### config.mk
export PLATFORM = sky130hd
export DESIGN_NAME = pipe_elastic_stage
export DESIGN_NICKNAME = d
export VERILOG_FILES = /design/src/rtl/pipe_elastic_stage.sv
export SDC_FILE = /design/constraint.sdc
export NUM_CORES = 1
export LEC_CHECK = 0
export ABC_CLOCK_PERIOD_IN_PS = 6000
export CAP_MARGIN = 30
export CORE_UTILIZATION = 35
export DETAILED_ROUTE_END_ITERATION = 12
export PLACE_DENSITY = 0.67
export RECOVER_POWER = 100
export SLEW_MARGIN = 20
export SYNTH_ARGS = -nofsm -noshare
export SYNTH_HDL_FRONTEND = slang
export SYNTH_SLANG_ARGS = --single-unit
### constraint.sdc
create_clock -name clk -period 6 [get_ports clk]
set_input_delay 0.9 -clock clk [delete_from_list [all_inputs] [get_ports clk]]
set_output_delay 0.9 -clock clk [all_outputs]
set_load 0.05 [all_outputs]
### src/rtl/pipe_elastic_stage.sv
// ---------------------------------------------------------------------------
// pipe_elastic_stage
//   Elastic inter-stage register carrying one packed DATA_W-bit stage bundle
//   with a valid/ready handshake. With SKID=1 a 2-entry skid buffer makes
//   in_ready a pure state decode, so back-pressure never forms a
//   combinational path across the stage. With SKID=0 it is a single register
//   whose in_ready follows out_ready combinationally. A synchronous flush
//   squashes all held entries to an all-zero bubble.
//
// Parameters:
//   DATA_W  width of the stage bundle
//   SKID    1: 2-entry skid buffer, registered in_ready; 0: single register
//
// Ports:
//   clk        stage clock, rising edge
//   reset      asynchronous, active-high reset
//   in_valid   upstream bundle valid
//   in_ready   stage can accept this cycle
//   in_data    upstream bundle
//   out_valid  head entry valid
//   out_ready  downstream accepts head this cycle
//   out_data   head entry bundle
//   flush      synchronous squash of all held entries
//   count      occupancy 0..2 (0..1 when SKID=0)
//   stall_cnt  (only with PIPE_ELASTIC_STAGE_PERF_EN defined) saturating
//              count of cycles with out_valid=1 and out_ready=0
//
// Optional feature macro: PIPE_ELASTIC_STAGE_PERF_EN
// ---------------------------------------------------------------------------
module pipe_elastic_stage #(
    parameter int DATA_W = 32,
    parameter int SKID   = 1
) (
    input  logic              clk,
    input  logic              reset,
    input  logic              in_valid,
    output logic              in_ready,
    input  logic [DATA_W-1:0] in_data,
    output logic              out_valid,
    input  logic              out_ready,
    output logic [DATA_W-1:0] out_data,
    input  logic              flush,
    output logic [1:0]        count
`ifdef PIPE_ELASTIC_STAGE_PERF_EN
    ,
    output logic [31:0]       stall_cnt
`endif
);

    typedef enum logic [1:0] {
        EMPTY = 2'd0,
        ONE   = 2'd1,
        FULL  = 2'd2
    } state_t;

    state_t            state, state_d;
    logic [DATA_W-1:0] main_q, main_d;
    logic [DATA_W-1:0] skid_q, skid_d;
    logic              accept, emit;

    assign accept = in_valid & in_ready;
    assign emit   = out_valid & out_ready;

    // State and data registers
    always_ff @(posedge clk or posedge reset) begin
        if (reset) begin
            state  <= EMPTY;
            main_q <= '0;
            skid_q <= '0;
        end else begin
            state  <= state_d;
            main_q <= main_d;
            skid_q <= skid_d;
        end
    end

    // Next state and data. main always holds the head, skid the younger
    // entry, so draining FULL moves skid into main to keep FIFO order.
    always_comb begin
        state_d = state;
        main_d  = main_q;
        skid_d  = skid_q;
        if (flush) begin
            // Squash wins over everything; an accept in this cycle is dropped.
            state_d = EMPTY;
            main_d  = '0;
            skid_d  = '0;
        end else begin
            case (state)
                EMPTY: begin
                    if (accept) begin
                        state_d = ONE;
                        main_d  = in_data;
                    end
                end
                ONE: begin
                    if (accept && emit) begin
                        main_d = in_data;
                    end else if (accept) begin
                        // Only reachable with a skid buffer: with SKID=0
                        // in_ready needs out_ready while ONE.
                        if (SKID != 0) begin
                            state_d = FULL;
                            skid_d  = in_data;
                        end
                    end else if (emit) begin
                        state_d = EMPTY;
                        main_d  = '0;
                    end
                end
                FULL: begin
                    if (SKID == 0) begin
                        state_d = EMPTY;
                        main_d  = '0;
                        skid_d  = '0;
                    end else if (emit) begin
                        state_d = ONE;
                        main_d  = skid_q;
                        skid_d  = '0;
                    end
                end
                default: begin
                    state_d = EMPTY;
                    main_d  = '0;
                    skid_d  = '0;
                end
            endcase
        end
    end

    // Outputs decoded from state
    always_comb begin
        out_valid = (state != EMPTY);
        out_data  = main_q;
        case (state)
            ONE:     count = 2'd1;
            FULL:    count = 2'd2;
            default: count = 2'd0;
        endcase
        if (SKID != 0)
            in_ready = (state != FULL);
        else
            in_ready = !out_valid || out_ready;
    end

`ifdef PIPE_ELASTIC_STAGE_PERF_EN
    // Stall counter: survives flush, cleared by reset only, saturates.
    always_ff @(posedge clk or posedge reset) begin
        if (reset)
            stall_cnt <= '0;
        else if (out_valid && !out_ready && (stall_cnt != 32'hFFFF_FFFF))
            stall_cnt <= stall_cnt + 32'd1;
    end
`endif

endmodule

==> summary.txt, run 1 <==
Outcome
  • Status: complete, but fails checks
  • Failing checks: capacitance limit, slew limit

Final layout
  • Layout cells sized above 1: 7.39%
  • Fillers: 909
  • ANT cells: 0
  • Area growth, synth to finish: 26.5%
  • Layout Nets: 411
  • Cell area after layout: 0.00438 sq mm

Global routing
  • GRT Overall Usage: 16.2%
  • Pin count of the biggest net entering global routing: 67
  • Total grt overflow: 0
  • First-pass GRT wire length: 12.8 mm
  • Initial antenna violation count: 0
  • Vias in the first global route: 2,666

Synthesis
  • Synth Register Bits: 66
  • Sequential area share after synthesis: 47.7%
  • Cell taking the most area after synthesis: dfrtp_1
  • Netlist cell types: 23
  • Syn_nets: 343
  • YS warnings: 0
  • Share of the synthesized area in the top cell type: 47.7%
  • Post-Syn Instances: 306
  • Avg Synthesized Cell Area: 11.3 sq um
  • Cell area after synthesis: 0.00346 sq mm
  • Synth top area cells: dfrtp_1, mux2i_1, a22o_1, o2bb2ai_1, inv_1

Timing
  • Final Skew: 0.00721 ns
  • Max-slew violations: 33
  • Final worst path period share: 68.8%
  • RSZ-0062 raised after global routing: no
  • Setup slack after layout: 1.87 ns
  • Setup violators final: 0
  • Worst slew pin tran: 1.84 ns
  • Worst relative slew slack: -22.4%
  • Setup_tns: 0 ns
  • Final Hold Viols: 0
  • FMAX: 242 MHz
  • Fin crit period: 4.13 ns

Critical path
  • CP bufs+invs: 2
  • CP Capture Type: register
  • Critical-path cell list: dlygate4sd3_1 > nor2b_1 > o22a_2 > nor2_1 > clkbuf_1 > mux2i_1
  • Crit path kind: input port to register
  • Crit Path Max Fanout: 20
  • Crit-path slowest cell: clkbuf_1
  • Worst Path Required: 6.26 ns
  • Cell family with the largest share of critical-path delay: buffers and inverters
  • Critical path arrival: 4.38 ns
  • Worst path max stage delay: 1.16 ns
  • Critical Path Source Type: input port

Power
  • Int Pwr: 0.000732 W
  • Share of power burned in registers: 45.2%
  • Leakage: 1.90 nW
  • Fraction of power spent switching nets: 32.7%
  • Peak supply drop: 0.000135 V
  • Clock power frac: 31.3%
  • Net Sw Power: 0.000355 W
  • Combinational Power Share: 23.5%
  • Power Density: 248 mW/mm^2

CTS
  • Setup Fix Bufs, Post-CTS: 0
  • Clk pin slew, worst setup/hold paths: 0.08 ns
  • CTS tree: done
  • TritonCTS buffer count: 9
  • Root Driver: clkbuf_8
  • Clk buf depth: 2
  • Post-CTS sizing: 0
  • Post-cts hold buffer count: 0
  • Clock sinks: 66
  • Clk_lat worst skew: 0.34 ns
  • H-tree levels: 3

Drt
  • Post-route ant nets: 0
  • Highest Signal Layer: met4
  • DRT iter0 DRCs: 129
  • Met1 wire length: 3.52 mm
  • Wire length per cell: 14.9 um
  • Drt via density: 5.00
  • Met2 WL post-DR: 3.60 mm
  • DR pass1 iterations: 4
  • Residual DRC: 0
  • Vias: 2,538
  • Drt total wl: 7.56 mm
  • WL met3: 278 um

Placement
  • GP Congestion: 0.689
  • Placed cell area: 0.00422 sq mm
  • Pre-CTS WS: 3.01 ns
  • Detail Placement HPWL: 4.86 mm
  • # port buffers: 72

Floorplanning
  • Row count: 35
  • Initial core utilization: 36.8%
  • Die area: 0.0103 sq mm
  • Core Box Area: 0.00942 sq mm
  • Die Height: 101 um
  • Chip width: 101 um
  • Top Ports: 73

Run
  • Number of max-cap violations: 2

Min path
  • Worst hold-check path type: register to register
==> per-layer routing <==
metal,track usage (%),up-vias
li1,-,1212
met4,7.69,0
met5,0,-
met2,26.4,63
met1,20.3,1249
met3,3.86,14
==> final timing paths <==
check	start	endpoint	slack [ns]	cells after the start
hold / removal	out_data[11]$_DFFE_PP0P_	out_data[11]$_DFFE_PP0P_	0.50	1
setup / recovery	out_ready	skid_q[20]$_DFFE_PP0P_	1.87	6
max in group asynchronous	reset	out_data[8]$_DFFE_PP0P_	3.28	3
setup reg to reg	state[1]$_DFFE_PP0P_	skid_q[20]$_DFFE_PP0P_	2.35	4
min in group asynchronous	reset	out_data[19]$_DFFE_PP0P_	1.66	3
hold reg to reg	out_data[11]$_DFFE_PP0P_	out_data[11]$_DFFE_PP0P_	0.50	1
==> placed cells by master (no fill, tap or decap), drive strengths merged <==
| master | synthesis | final |
|---|---|---|
| mux2i | 66 | 66 |
| dfrtp | 66 | 66 |
| dlygate4sd3 | 0 | 38 |
| clkdlybuf4s50 | 0 | 34 |
| inv | 34 | 34 |
| nand2 | 33 | 33 |
| o2bb2ai | 32 | 32 |
| a22o | 32 | 32 |
| clkbuf | 3 | 13 |
| nor2 | 8 | 8 |
| buf | 21 | 6 |
| clkinvlp | 0 | 3 |
| nor2b | 3 | 3 |
| clkinv | 0 | 3 |
| a21oi | 2 | 2 |
| or3b | 1 | 1 |
| a2bb2oi | 1 | 1 |
| o22a | 1 | 1 |
| and2b | 1 | 1 |
| or2 | 1 | 1 |
| nor3 | 1 | 1 |
==> synth_stat cells <==
cell type and number:
o2bb2ai_1 32, nor2_1 4, a22o_1 32, nand2_1 33
dfrtp_1 66, a21oi_1 2, a2bb2oi_1 1, buf_12 3
nor2b_1 2, nor2_4 1, buf_2 5, nor3_1 1
buf_4 7, inv_1 34, mux2i_1 66, and2b_1 1
or2_2 1, clkbuf_1 3, nor2_2 3, or3b_1 1
buf_6 6, o22a_2 1, nor2b_2 1
==> power groups by stage <==
stage                     Sequential [W]  Combinational (W)  Clock, W
after floorplan                 0.000559           0.000119         0
after CTS                       0.000492           0.000266  0.000354
final                           0.000491           0.000256  0.000340
after global routing            0.000495           0.000275  0.000370
after detailed placement        0.000501           0.000265         0
after global placement          0.000502           0.000259         0
==> stage by stage <==
stage | hold slack, ns | util (%) | cells | power (W)
after detailed placement | 0.490 | 44.8 | 491 | 0.000766
after global routing | 0.514 | 46.5 | 508 | 0.00114
after CTS | 0.512 | 46.7 | 507 | 0.00111
after floorplan | 0.497 | - | 306 | 0.000678
after global placement | 0.486 | 44.4 | 489 | 0.000761
final | 0.498 | 46.5 | 508 | 0.00109
==> final cells by class <==
cell class	instances	area (sq um)	share of cell area, %
Tap cell	129	161	3.68
Clock inverter	6	41.3	0.942
Sequential cell	66	1650	37.7
Multi-Input combinational cell	182	1460	33.3
Timing Repair Buffer	81	802	18.3
Clock buffer	10	138	3.14
Inverter	34	128	2.91
==> worst register-to-register path, cell delays in order, from the launching register on <==
cell	delay (ns)
dfrtp_1	0.71
o22a_2	0.34
nor2_1	1.04
clkbuf_1	1.17
mux2i_1	0.31
==> cells by family (layout without fill, tap and decap cells) <==
| group | count (synthesis) | in the layout | share of synthesized area, % |
|---|---|---|---|
| AOI/OAI and AO/OA | 68 | 68 | 17.0 |
| muxes | 66 | 66 | 19.1 |
| DFF | 66 | 66 | 47.7 |
| and+or+nand+nor | 48 | 48 | 6.29 |
| buffers and inverters | 58 | 131 | 9.93 |
==> sequential cells by signal, indices dropped and copies added (netlist names) <==
name	cells
out_data	32
skid_q	32
state	2
Power figures use the tool's default switching activity.
==> run 2: changes to the inputs <==
--- a/config.mk
+++ b/config.mk
@@ -5,11 +5,11 @@
 export SDC_FILE = /design/constraint.sdc
 export NUM_CORES = 1
 export LEC_CHECK = 0
-export ABC_CLOCK_PERIOD_IN_PS = 6000
+export ABC_CLOCK_PERIOD_IN_PS = 3500
 export CAP_MARGIN = 30
 export CORE_UTILIZATION = 35
 export DETAILED_ROUTE_END_ITERATION = 12
-export PLACE_DENSITY = 0.67
+export PLACE_DENSITY = 0.7
 export RECOVER_POWER = 100
 export SLEW_MARGIN = 20
 export SYNTH_ARGS = -nofsm -noshare
==> constraint.sdc (replaced) <==
create_clock -name clk -period 3.5 [get_ports clk]
set_input_delay 0.525 -clock clk [delete_from_list [all_inputs] [get_ports clk]]
set_output_delay 0.525 -clock clk [all_outputs]
set_load 0.05 [all_outputs]
==> run 2 against run 1 <==
Compared with the run above: the flow still finishes with violations (capacitance limit, slew limit); via count down 0.99%; highest routed layer unchanged; utilization up 0.17 points; die area unchanged; routed wire length up 6.7%; count of clock-buffer cells in the layout up 3; sequential share of layout area down 0.14 points.
==> summary.txt, run 2 (synthesis gave the netlist of run 1 again) <==
Global routing
  • First-pass GRT wire length: 13.1 mm (+2.5%)
  • GRT Overall Usage: 17.0% (+0.77 points)
  • Initial antenna violation count: 0 (unchanged)
  • Pin count of the biggest net entering global routing: 67 (unchanged)
  • Total grt overflow: 0 (unchanged)
  • Vias in the first global route: 2,634 (-1.2%)

Floorplanning
  • Die Height: 101 um (unchanged)
  • Die area: 0.0103 sq mm (unchanged)
  • Initial core utilization: 36.8% (unchanged)
  • Core Box Area: 0.00942 sq mm (unchanged)
  • Row count: 35 (unchanged)
  • Chip width: 101 um (unchanged)
  • Top Ports: 73 (unchanged)

CTS
  • Clk buf depth: 2 (unchanged)
  • Root Driver: clkbuf_8
  • Clk pin slew, worst setup/hold paths: 0.07 ns (about the same)
  • Post-CTS sizing: 0 (unchanged)
  • Clk_lat worst skew: 0.34 ns (about the same)
  • Clock sinks: 66 (unchanged)
  • Setup Fix Bufs, Post-CTS: 0 (unchanged)
  • CTS tree: done
  • TritonCTS buffer count: 9 (unchanged)
  • H-tree levels: 3 (unchanged)
  • Post-cts hold buffer count: 0 (unchanged)

Power
  • Peak supply drop: 0.000220 V (+62%)
  • Leakage: 1.92 nW (+0.88%)
  • Power Density: 444 mW/mm^2 (+79%)

Timing
  • Final Skew: 0.00539 ns (-0.00181 ns)
  • Worst slew pin tran: 1.64 ns (-0.197 ns)
  • FMAX: 334 MHz
  • Final Hold Viols: 0 (unchanged)
  • Max-slew violations: 67 (+100%)
  • Setup_tns: 0 ns (unchanged)
  • RSZ-0062 raised after global routing: no
  • Setup slack after layout: 0.510 ns (-1.36 ns)
  • Worst relative slew slack: -9.24% (+13 points)
  • Setup violators final: 0 (unchanged)
  • Fin crit period: 2.99 ns
  • Final worst path period share: 85.4%

Placement
  • Detail Placement HPWL: 5.20 mm (+7.0%)
  • # port buffers: 72 (unchanged)
  • GP Congestion: 0.717 (+4.1%)
  • DP Cell Count: 490 (-0.20%)
  • Pre-CTS WS: 0.948 ns (-2.07 ns)

Critical path
  • CP Capture Type: primary output
  • Worst Path Required: 2.97 ns (-3.29 ns)
  • Critical path arrival: 2.47 ns (-1.91 ns)
  • Crit Reg-Reg Endpoint: out_data[9]$_DFFE_PP0P_
  • Crit-path slowest cell: dfrtp_1
  • Critical-path cell list: or2_2 > dlygate4sd3_1
  • Critical Path Source: state[1]$_DFFE_PP0P_
  • Worst path max stage delay: 1.01 ns (-0.15 ns)
  • Worst setup endpoint: out_valid
  • Crit path kind: register to primary output
  • Critical Path Source Type: register
  • R2R depth: 6 (+2)
  • R2R Path Start: state[1]$_DFFE_PP0P_
  • Crit Path Max Fanout: 20 (unchanged)
  • Flop2flop setup slack: 0.66 ns (-1.69 ns)

Drt
  • DRT iter0 DRCs: 101 (-22%)
  • Drt via density: 4.98 (-0.40%)
  • Vias: 2,513 (-0.99%)
  • Wire length per cell: 16.0 um (+7.3%)
  • DR pass1 iterations: 4 (unchanged)
  • Residual DRC: 0 (unchanged)
  • Drt total wl: 8.07 mm (+6.7%)
  • Post-route ant nets: 0 (unchanged)

Outcome
  • Failing checks: capacitance limit, slew limit
  • Status: complete, but fails checks

Min path
  • Hold path cells: 1 (unchanged)
  • Worst hold-check path type: register to register

Final layout
  • Area growth, synth to finish: 27.0%
  • Layout Nets: 409 (-0.49%)
  • Highest-count cells in the layout ignoring fill and taps: mux2i_1, dfrtp_1, clkdlybuf4s50_1, dlygate4sd3_1
  • Non-filler instance count after layout: 505 (-0.59%)
  • ANT cells: 0 (unchanged)
  • Layout cells sized above 1: 7.45% (+0.059 points)

Run
  • Number of max-cap violations: 1 (-1)
-- run 2: changes by cell type in the layout (fill, tap and decap cells not counted), sizes merged --
cell	before	now
buf	6	5
bufinv	0	1
clkbuf	13	15
clkdlybuf4s50	34	36
clkinv	3	2
clkinvlp	3	0
dlygate4sd3	38	36
inv	34	33
-- run 2: where the power goes --
group / internal [W] / switching (W)
logic: 0.000166 / 0.000271
registers: 0.000813 / 0.0000359
clock network: 0.000383 / 0.000282
total: 0.00136 / 0.000589
-- run 2: layout make-up --
type / instances / area [sq um]
clock inverters: 2 / 35.0
well taps: 129 / 161
fillers: 866 / 5020
inverters: 34 / 128
clock buffers: 13 / 169
repair buffers: 79 / 781
multi-input cells: 182 / 1470
flip-flops and latches: 66 / 1650
-- run 2: how the worst min path moves through the flow --
stage / start / endpoint / slack, ns
floorplan: skid_q[0]$_DFFE_PP0P_ / skid_q[0]$_DFFE_PP0P_ / 0.50
global placement: out_data[12]$_DFFE_PP0P_ / out_data[12]$_DFFE_PP0P_ / 0.49
detailed placement: out_data[14]$_DFFE_PP0P_ / out_data[14]$_DFFE_PP0P_ / 0.49
CTS: out_data[14]$_DFFE_PP0P_ / out_data[14]$_DFFE_PP0P_ / 0.51
global route: out_data[20]$_DFFE_PP0P_ / out_data[20]$_DFFE_PP0P_ / 0.54
finish: out_data[14]$_DFFE_PP0P_ / out_data[14]$_DFFE_PP0P_ / 0.50
-- run 2: worst max-delay path: cells and delay by family, from the launching register on --
| kind | cells | cell delay, ns |
|---|---|---|
| buffers and inverters | 1 | 0.87 |
| DFF | 1 | 1.01 |
| and+or+nand+nor | 1 | 0.25 |
-- run 2: through the flow --
stage | hold slack [ns] | total power, W | area [sq um] | util, %
after global routing | 0.536 | 0.00203 | 4400 | 46.7
after CTS | 0.511 | 0.00198 | 4410 | 46.8
after floorplan | 0.497 | 0.00116 | 3460 | -
final | 0.500 | 0.00195 | 4400 | 46.7
after global placement | 0.495 | 0.00131 | 4200 | 44.6
after detailed placement | 0.495 | 0.00132 | 4200 | 44.6
-- run 2: layer usage --
| metal | wire, um | global-route usage, % | part of all wire, % | up-vias |
|---|---|---|---|---|
| met1 | 3770 | 22.2 | 47 | 1207 |
| li1 | - | - | - | 1216 |
| met5 | 0 | 0 | 0 | - |
| met3 | 399 | 4.14 | 4.9 | 13 |
| met2 | 3750 | 26.7 | 47 | 77 |
| met4 | 144 | 7.58 | 1.8 | 0 |
==> run 3: changes to the inputs <==
--- a/config.mk
+++ b/config.mk
@@ -7,9 +7,9 @@
 export LEC_CHECK = 0
 export ABC_CLOCK_PERIOD_IN_PS = 3500
 export CAP_MARGIN = 30
-export CORE_UTILIZATION = 35
+export CORE_UTILIZATION = 45
 export DETAILED_ROUTE_END_ITERATION = 12
-export PLACE_DENSITY = 0.7
+export PLACE_DENSITY = 0.84
 export RECOVER_POWER = 100
 export SLEW_MARGIN = 20
 export SYNTH_ARGS = -nofsm -noshare
==> run 3 against run 2 <==
Compared with the run above: the run now ends clean; sequential cell count stayed put; power is 5.3% lower; sequential power hardly changed; routed wire length is 5.6% lower; global-route usage is 3.5 points higher; sequential share of layout area is 0.76 points higher; utilization is 12 points higher; critical path type unchanged.
==> summary.txt, run 3 (synthesis gave the netlist of run 1 again) <==
Critical path
  • Crit-path slowest cell: dlygate4sd3_1
  • Worst Path Required: 2.97 ns (about the same)
  • Cell family with the largest share of critical-path delay: buffers and inverters
  • Critical Path Source Type: register
  • Worst path max stage delay: 0.91 ns (-0.10 ns)
  • Crit Reg-Reg Endpoint: skid_q[25]$_DFFE_PP0P_
  • CP bufs+invs: 1 (unchanged)
  • Flop2flop setup slack: 0.78 ns (+0.12 ns)
  • Crit Path Max Fanout: 15 (-25%)
  • Critical-path cell list: nor2b_1 > dlygate4sd3_1
  • CP Capture Type: primary output
  • R2R depth: 5 (-1)
  • Crit path kind: register to primary output
  • Critical path arrival: 2.19 ns (-0.28 ns)
  • R2R Path Start: state[0]$_DFFE_PP0P_

Min path
  • Hold path cells: 1 (unchanged)
  • Worst hold start: out_data[17]$_DFFE_PP0P_
  • Worst hold-check path type: register to register
  • WHS Endpoint: out_data[17]$_DFFE_PP0P_

Drt
  • Drt via density: 5.39 (+8.3%)
  • Wire length per cell: 16.0 um (about the same)
  • DRT iter0 DRCs: 137 (+36%)
  • Vias: 2,570 (+2.3%)
  • Post-route ant nets: 0 (unchanged)
  • DR pass1 iterations: 4 (unchanged)
  • Residual DRC: 0 (unchanged)
  • Drt total wl: 7.61 mm (-5.6%)

Power
  • Peak supply drop: 0.000254 V (+16%)
  • Power Density: 428 mW/mm^2 (-3.5%)
  • Leakage: 1.90 nW (-0.79%)
  • Overall power: 0.00185 W (-5.3%)

Global routing
  • Pin count of the biggest net entering global routing: 36 (-46%)
  • Total grt overflow: 0 (unchanged)
  • Vias in the first global route: 2,646 (+0.46%)
  • Initial antenna violation count: 0 (unchanged)
  • GRT Overall Usage: 20.5% (+3.5 points)
  • First-pass GRT wire length: 13.0 mm (-0.27%)

Final layout
  • Area growth, synth to finish: 24.6%
  • Layout Nets: 410 (+0.24%)
  • Commonest non-fill, non-tap cell in the layout: mux2i_1
  • Layout cells sized above 1: 7.94% (+0.49 points)
  • Highest-count cells in the layout ignoring fill and taps: mux2i_1, dfrtp_1, dlygate4sd3_1
  • ANT cells: 0 (unchanged)

Placement
  • # port buffers: 72 (unchanged)
  • GP Congestion: 0.759 (+5.8%)
  • Detail Placement HPWL: 4.78 mm (-8.0%)

Floorplanning
  • Top Ports: 73 (unchanged)
  • Die area: 0.00805 sq mm (-22%)
  • Chip width: 89.7 um (-12%)
  • Core Box Area: 0.00733 sq mm (-22%)
  • Initial core utilization: 47.2% (+10 points)
  • Row count: 31 (-11%)
  • Die Height: 89.7 um (-12%)

CTS
  • Post-cts hold buffer count: 0 (unchanged)
  • CTS tree: done
  • Clk pin slew, worst setup/hold paths: 0.07 ns (about the same)
  • H-tree levels: 3 (unchanged)
  • Clk buf depth: 2 (unchanged)
  • Post-CTS sizing: 0 (unchanged)
  • Root Driver: clkbuf_8
  • TritonCTS buffer count: 9 (unchanged)
  • Clock sinks: 66 (unchanged)
  • Clk_lat worst skew: 0.35 ns (about the same)
  • Setup Fix Bufs, Post-CTS: 0 (unchanged)

Timing
  • Fin crit period: 2.72 ns (-0.271 ns)
  • Worst relative slew slack: 10.3% (+20 points)
  • Setup_tns: 0 ns (unchanged)
  • Final worst path period share: 77.7% (-7.7 points)
  • Max-slew violations: 0 (-100%)
  • FMAX: 368 MHz (+10%)
  • Final Skew: 0.0127 ns (+0.00727 ns)
  • Final Hold Viols: 0 (unchanged)
  • Worst slew pin tran: 1.34 ns (-0.295 ns)
  • Setup violators final: 0 (unchanged)
  • RSZ-0062 raised after global routing: no
  • Hold slack: 0.495 ns (-0.00471 ns)

Outcome
  • Status: finished clean

Run
  • Number of max-cap violations: 0 (-1)
-- run 3: changes by cell type in the layout (fill, tap and decap cells not counted), moves of 2 or more --
cell | before | now
clkdlybuf4s50_1 | 36 | 34
clkbuf_8 | 12 | 10
clkinvlp_4 | 0 | 2
dlygate4sd3_1 | 36 | 38
clkinv_2 | 1 | 3
-- run 3: how the worst max path moves through the flow --
stage,from,endpoint,slack [ns],cells past startpoint
2_1_floorplan,reset,out_data[0]$_DFFE_PP0P_,1.32,1
3_3_place_gp,out_ready,out_data[11]$_DFFE_PP0P_,1.03,6
3_5_place_dp,out_ready,out_data[30]$_DFFE_PP0P_,0.96,6
4_1_cts,state[0]$_DFFE_PP0P_,count[0],0.85,2
5_1_grt,reset,skid_q[21]$_DFFE_PP0P_,0.59,3
6_report,state[0]$_DFFE_PP0P_,count[0],0.78,2
-- run 3: area by class of cell --
| cell class | instances | area [sq um] |
|---|---|---|
| multi-input combinational | 182 | 1470 |
| clock inverter | 5 | 30.0 |
| fill | 610 | 3020 |
| clock buffer | 11 | 141 |
| timing repair buffer | 80 | 773 |
| tap | 99 | 124 |
| inverter | 34 | 128 |
| sequential | 66 | 1650 |
-- run 3: metrics by stage --
| stage | utilization, % | instance area (sq um) | instances | worst slack (ns) |
|---|---|---|---|---|
| 3_5_place_dp | 56.9 | 4170 | 461 | 0.960 |
| 5_1_grt | 58.8 | 4310 | 477 | 0.586 |
| 6_report | 58.8 | 4310 | 477 | 0.780 |
| 4_1_cts | 59.2 | 4340 | 477 | 0.850 |
| 2_1_floorplan | - | 3460 | 306 | 1.32 |
| 3_3_place_gp | 56.9 | 4170 | 461 | 1.03 |
-- run 3: per-layer routing --
metal / vias up / global-route usage (%) / routed length (um)
met5: - / 0 / 0
met4: 0 / 8.06 / 79
met3: 10 / 4.06 / 375
met2: 68 / 33.1 / 3630
met1: 1273 / 27.1 / 3530
li1: 1219 / - / -
-- run 3: where the power goes --
group	total [W]	switching (W)	internal [W]	leakage, nW
Combinational	0.000433	0.000269	0.000164	0.923
Sequential	0.000847	0.0000335	0.000813	0.894
Clock	0.000567	0.000295	0.000273	0.0851
